==> src/rtl/cpu_pkg.sv <==
// Shared definitions for the 60-bit processor sequencer: opcodes, ALU
// operation encodings, the sequencer state type and an opcode legality helper.
package cpu_pkg;

    localparam logic [3:0] OP_NOP  = 4'h0;
    localparam logic [3:0] OP_ADD  = 4'h1;
    localparam logic [3:0] OP_SUB  = 4'h2;
    localparam logic [3:0] OP_AND  = 4'h3;
    localparam logic [3:0] OP_OR   = 4'h4;
    localparam logic [3:0] OP_ADDI = 4'h5;
    localparam logic [3:0] OP_LD   = 4'h6;
    localparam logic [3:0] OP_ST   = 4'h7;
    localparam logic [3:0] OP_BEQ  = 4'h8;
    localparam logic [3:0] OP_JMP  = 4'h9;
    localparam logic [3:0] OP_HALT = 4'hF;

    localparam logic [1:0] ALU_ADD = 2'b00;
    localparam logic [1:0] ALU_SUB = 2'b01;
    localparam logic [1:0] ALU_AND = 2'b10;
    localparam logic [1:0] ALU_OR  = 2'b11;

    typedef enum logic [2:0] {
        IDLE   = 3'd0,
        FETCH  = 3'd1,
        DECODE = 3'd2,
        EXEC   = 3'd3,
        MEM    = 3'd4,
        WB     = 3'd5,
        HALT   = 3'd6,
        FAULT  = 3'd7
    } state_t;

    // Opcodes A..E are undefined; everything up to JMP plus HALT is legal.
    function automatic logic op_is_legal(input logic [3:0] op);
        return (op <= OP_JMP) || (op == OP_HALT);
    endfunction

endpackage

==> src/rtl/seq_watchdog.sv <==
// Memory-wait watchdog for the sequencer; only built when SEQ_WATCHDOG_EN is
// defined. Counts armed cycles without an ack and flags the final cycle.
`ifdef SEQ_WATCHDOG_EN
module seq_watchdog #(
    parameter int MEM_TIMEOUT = 16
) (
    input  logic clk,
    input  logic rst,
    input  logic arm,
    input  logic ack,
    output logic expired
);

    localparam int CW = (MEM_TIMEOUT > 2) ? $clog2(MEM_TIMEOUT) : 1;

    logic [CW-1:0] cnt_q;
    logic [CW-1:0] cnt_d;

    // Any cycle outside a wait state (or an ack) restarts the count, so each
    // entry into FETCH or MEM begins from zero.
    always_comb begin
        cnt_d = cnt_q;
        if (!arm || ack) begin
            cnt_d = '0;
        end else if (!expired) begin
            cnt_d = cnt_q + CW'(1);
        end
    end

    always_ff @(posedge clk) begin
        if (rst) begin
            cnt_q <= '0;
        end else begin
            cnt_q <= cnt_d;
        end
    end

    assign expired = arm && !ack && (cnt_q == CW'(MEM_TIMEOUT - 1));

endmodule
`endif

==> src/rtl/multicycle_sequencer.sv <==
// Multi-cycle FETCH/DECODE/EXEC/MEM/WB sequencer with retired-instruction count.
// Optional memory-wait watchdog (FAULT state) is enabled by SEQ_WATCHDOG_EN.
module multicycle_sequencer
    import cpu_pkg::*;
#(
    parameter int CNT_W       = 32,
    parameter int MEM_TIMEOUT = 16
) (
    input  logic             clk,
    input  logic             rst,
    input  logic             start,
    input  logic [3:0]       instr_opcode,
    input  logic             alu_zero,
    input  logic             imem_ack,
    input  logic             dmem_ack,
    output logic             imem_req,
    output logic             ir_load,
    output logic             pc_inc,
    output logic             pc_load,
    output logic             dmem_req,
    output logic             dmem_we,
    output logic [1:0]       alu_op,
    output logic             immediate_en,
    output logic             branch_en,
    output logic             jump_en,
    output logic             reg_write,
    output logic             mem_to_reg,
    output logic             illegal_op,
    output logic             halted,
    output logic             fault,
    output logic [CNT_W-1:0] retired_cnt,
    output logic [2:0]       dbg_state
);

    state_t           state_q, state_d;
    logic [3:0]       opcode_q, opcode_d;
    logic [CNT_W-1:0] cnt_q;
    logic             wd_expired;
    logic             retire;

`ifdef SEQ_WATCHDOG_EN
    logic wd_arm;
    logic wd_ack;

    assign wd_arm = (state_q == FETCH) || (state_q == MEM);
    assign wd_ack = (state_q == FETCH) ? imem_ack : dmem_ack;

    seq_watchdog #(
        .MEM_TIMEOUT(MEM_TIMEOUT)
    ) u_watchdog (
        .clk    (clk),
        .rst    (rst),
        .arm    (wd_arm),
        .ack    (wd_ack),
        .expired(wd_expired)
    );
`else
    logic unused_timeout;
    assign unused_timeout = (MEM_TIMEOUT != 0);
    assign wd_expired     = 1'b0;
`endif

    always_ff @(posedge clk) begin
        if (rst) begin
            state_q  <= IDLE;
            opcode_q <= '0;
            cnt_q    <= '0;
        end else begin
            state_q  <= state_d;
            opcode_q <= opcode_d;
            if (retire) begin
                cnt_q <= cnt_q + CNT_W'(1);
            end
        end
    end

    // Next state. Requests in FETCH/MEM hold until their ack; an ack in the
    // expiry cycle takes priority over the watchdog.
    always_comb begin
        state_d  = state_q;
        opcode_d = opcode_q;
        unique case (state_q)
            IDLE: begin
                if (start) state_d = FETCH;
            end
            FETCH: begin
                if (imem_ack)        state_d = DECODE;
                else if (wd_expired) state_d = FAULT;
            end
            DECODE: begin
                opcode_d = instr_opcode;
                if (instr_opcode == OP_HALT)     state_d = HALT;
                else if (!op_is_legal(instr_opcode)) state_d = FETCH;
                else                             state_d = EXEC;
            end
            EXEC: begin
                if (opcode_q == OP_LD || opcode_q == OP_ST) begin
                    state_d = MEM;
                end else if (opcode_q == OP_NOP || opcode_q == OP_BEQ ||
                             opcode_q == OP_JMP) begin
                    state_d = FETCH;
                end else begin
                    state_d = WB;
                end
            end
            MEM: begin
                if (dmem_ack)        state_d = (opcode_q == OP_LD) ? WB : FETCH;
                else if (wd_expired) state_d = FAULT;
            end
            WB:      state_d = FETCH;
            HALT:    state_d = HALT;
            FAULT:   state_d = FAULT;
            default: state_d = IDLE;
        endcase
    end

    // An instruction retires when it completes toward FETCH, including an
    // illegal opcode dropped in DECODE and the HALT instruction itself.
    assign retire = ((state_q == EXEC) || (state_q == MEM) || (state_q == WB) ||
                     (state_q == DECODE)) &&
                    ((state_d == FETCH) || (state_d == HALT));

    always_comb begin
        imem_req     = 1'b0;
        ir_load      = 1'b0;
        pc_inc       = 1'b0;
        pc_load      = 1'b0;
        dmem_req     = 1'b0;
        dmem_we      = 1'b0;
        alu_op       = ALU_ADD;
        immediate_en = 1'b0;
        branch_en    = 1'b0;
        jump_en      = 1'b0;
        reg_write    = 1'b0;
        mem_to_reg   = 1'b0;
        illegal_op   = 1'b0;
        halted       = 1'b0;
        fault        = 1'b0;
        if (!rst) begin
            unique case (state_q)
                FETCH: begin
                    imem_req = 1'b1;
                    ir_load  = imem_ack;
                    pc_inc   = imem_ack;
                end
                DECODE: begin
                    illegal_op = !op_is_legal(instr_opcode);
                end
                EXEC: begin
                    if (opcode_q == OP_SUB || opcode_q == OP_BEQ) alu_op = ALU_SUB;
                    else if (opcode_q == OP_AND)                  alu_op = ALU_AND;
                    else if (opcode_q == OP_OR)                   alu_op = ALU_OR;
                    immediate_en = (opcode_q == OP_ADDI) || (opcode_q == OP_LD) ||
                                   (opcode_q == OP_ST);
                    branch_en    = (opcode_q == OP_BEQ);
                    jump_en      = (opcode_q == OP_JMP);
                    pc_load      = (opcode_q == OP_JMP) ||
                                   ((opcode_q == OP_BEQ) && alu_zero);
                end
                MEM: begin
                    dmem_req = 1'b1;
                    dmem_we  = (opcode_q == OP_ST);
                end
                WB: begin
                    reg_write  = 1'b1;
                    mem_to_reg = (opcode_q == OP_LD);
                end
                HALT:    halted = 1'b1;
                FAULT:   fault  = 1'b1;
                default: ;
            endcase
        end
    end

    assign retired_cnt = rst ? '0 : cnt_q;
    assign dbg_state   = state_q;

endmodule

==> config.mk <==
export PLATFORM = sky130hd
export DESIGN_NAME = multicycle_sequencer
export DESIGN_NICKNAME = d
export VERILOG_FILES = /design/src/rtl/cpu_pkg.sv /design/src/rtl/seq_watchdog.sv /design/src/rtl/multicycle_sequencer.sv
export SDC_FILE = /design/constraint.sdc
export NUM_CORES = 1
export LEC_CHECK = 0
export ABC_AREA = 1
export CORE_UTILIZATION = 49
export DETAILED_ROUTE_END_ITERATION = 10
export GPL_ROUTABILITY_DRIVEN = 1
export HOLD_SLACK_MARGIN = 0.03
export PLACE_DENSITY = 0.78
export SLEW_MARGIN = 10
export SYNTH_ARGS = -nofsm -noshare
export SYNTH_HDL_FRONTEND = slang
export SYNTH_SLANG_ARGS = --single-unit
export TNS_END_PERCENT = 5
==> constraint.sdc <==
create_clock -name clk -period 1.9 [get_ports clk]
set_clock_uncertainty 0.05 [all_clocks]
set_input_delay 0.475 -clock clk [delete_from_list [all_inputs] [get_ports clk]]
set_output_delay 0.475 -clock clk [all_outputs]
set_load 0.005 [all_outputs]
==> metrics.txt <==
first-pass GRT wire length 15370 microns; combinational power share 0.276; sequential element share of the synthesized area 0.2607; Static Leak 1.980 nW; worst hold slack 449.1 ps; Die Ht 80.19 microns; layout cells sized above 1 0.2304; number of CTS-inserted buffers 5; failing checks DRC, setup timing; # setup viols final 39; initial core utilization 0.5059; Wirelength per Cell between 10 and 15 microns; status complete, but fails checks; number of top-level pins 61; ys async rst share 0; DR DRC count 1; antenna-violating nets left 0; Final #Nets 649; hold depth 2; actual slew at the worst max-slew pin 389.3 ps; # hold bufs at CTS 0; number of max-cap violations 0; worst hold path class flip-flop to flip-flop; min cycle time layout 2014 ps; YS warnings 0; width of the die 80.19 microns; Top FF cell, synth dfxtp_1; Finished Core Util 0.7396; # rows 28; largest net degree at the start of global routing 39; DR vias ~3.8k; Clk pin slew, worst setup/hold paths around 80 ps; R2R depth 14; H-tree Lvls 2; Sequential Power Share 0.430; Slew Viols, Final 0; CP Data Required Time 2030 ps; Area after DPL ~0.004 sq mm; IR drop worst, VDD roughly 0.00036 V; final worst-path cycle share 1.060; Net Sw Frac 0.3142; Cells after Synth 532; Psw between 0.6 and 0.7 mW; number of synthesized flops with an enable pin 0; fmax between 400 and 500 MHz; startpoint types flip-flop; Yosys top cell by area dfxtp_1; final-report hold violation count 0; pwr dens between 400 and 500 mW/mm^2; drt via density roughly 5.3; Tot Pwr 1.979 mW; top cells by count, synth 170 x nand2_1, 109 x nor2_1, 55 x inv_1; post-synth cell types 27; Synth top area share 0.2607; dpl hpwl ~7000 microns; drt first pass iters 8; CP max FO 9; Setup WS post-layout -113.8 ps; fin area 0.004379 sq mm; Avg Synthesized Cell Area 5.630 sq um; setup slack, reg-to-reg -110 ps; number of port buffers 60; Sink Count 39; CP Capture Type flip-flop; die area 0.006430 sq mm; Final TNS setup -2358 ps; Total GRT Usage 0.3058; CTS Buffer Depth 2; initial antenna violation count 0; top-count cell post-synth nand2_1; RSZ-0062 raised after global routing true; Placeable Area 0.005921 sq mm; Internal between 1 and 1.5 mW; vias in the first global route around 3.3k; Initial DRC Count 310; CTS tree yes; Clock Power Share 0.295; GPL Wtd Cong 0.9685; worst setup path category flip-flop to flip-flop; relative slew slack 0.7395; Root Buffer clkbuf_8; Post-Syn Area 0.002995 sq mm; Skew-Pair Late Insertion Delay 290 ps; antenna cell count 0; grt ovf 0; P&R area growth vs syn 46.20%; main area contributors after synthesis dfxtp_1 26%, nand2_1 21%, nor2_1 14%, inv_1 6.9%, nand4_1 6.3%; Worst EP arrival 2140 ps; syn nets 543; drt total wl 10530 microns; #FFs+latches synth 39
per-layer routing:
metal / global-route usage / share of wire / routed length (microns)
met4: 0.1054 / 0.022 / 231
met3: 0.04545 / 0.057 / 598
met5: 0 / 0 / 0
met1: 0.3772 / 0.40 / 4252
met2: 0.5376 / 0.52 / 5446
kinds of logic after synthesis:
group                      Yosys count  synth area share
DFF                                 39            0.2607
AOI/OAI and AO/OA                   43           0.07394
buffers and inverters               82            0.1203
adders and majority gates            1          0.004176
and+or+nand+nor                    351            0.4942
xor gates and xnor gates            16           0.04678
power groups by stage:
stage / Clock, mW / Combinational [mW] / Sequential, mW
global placement: 0 / 0.402 / 0.861
floorplan: 0 / 0.224 / 0.863
global route: 0.619 / 0.580 / 0.851
detailed placement: 0 / 0.408 / 0.862
finish: 0.583 / 0.546 / 0.851
CTS: 0.596 / 0.427 / 0.848
worst paths after layout:
kind | from | to
worst max register to register | dbg_state[1] | cnt_q[26]
worst min register to register | cnt_q[29] | cnt_q[29]
worst max-delay path | dbg_state[1] | cnt_q[26]
worst min-delay path | cnt_q[29] | cnt_q[29]
metrics by stage:
stage               cells  setup WS (ps)
detailed placement    693         -499.6
global placement      693         -460.6
global route          713         -170.7
floorplan             532          51.50
finish                713         -113.8
CTS                   704         -201.9
worst max-delay path, stage by stage, from the launching register on:
cell and delay, ps:
dfxtp_2 350, buf_6 150, inv_4 40, buf_6 100, nand3b_1 70, nand2_1 100, inv_1 110, nand2_2 90
nor2_2 130, nand2_2 70, nand2_4 110, nand3_4 150, clkbuf_16 210, nand2_1 70, a21oi_1 80
what timing repair did:
item,CTS,global route
buffers inserted,5,7
setup endpoints to repair,81,48
pin swaps,7,18
cloned,0,2
gates resized for setup,117,61
placed cells by master (no fill, tap or decap), types with 2 or more instances in the layout:
cell type,n
nand3_1,21
nor2_2,9
clkbuf_8,6
dfxtp_1,29
dlygate4sd2_1,36
clkdlybuf4s15_1,2
dlymetal6s2s_1,5
nor2_4,6
inv_4,3
nand2_1,153
buf_2,10
dfxtp_4,2
xor2_1,15
buf_6,10
buf_12,7
nand2_4,5
o21ai_0,5
a21oi_2,2
clkbuf_16,2
clkbuf_2,2
dfxtp_2,8
a21oi_1,33
nand3_2,4
nor3_1,3
nand2_2,15
inv_1,51
buf_4,44
nand4_1,30
clkdlybuf4s50_1,3
nor2_1,98
inv_2,4
layout make-up:
cell class / count / area, sq um
Tap cell: 75 / 93.84
Sequential cell: 39 / 798.3
Multi-Input combinational cell: 411 / 2031
Clock inverter: 1 / 5.005
Inverter: 59 / 236.5
Clock buffer: 6 / 82.58
Fill cell: 508 / 1541
Timing Repair Buffer: 122 / 1132
flip-flops by register name, indices dropped and copies added, names as in the netlist:
| register | flops |
|---|---|
| opcode_q | 4 |
| cnt_q | 32 |
| dbg_state | 3 |
No activity file was read; power rests on OpenSTA's default activity.
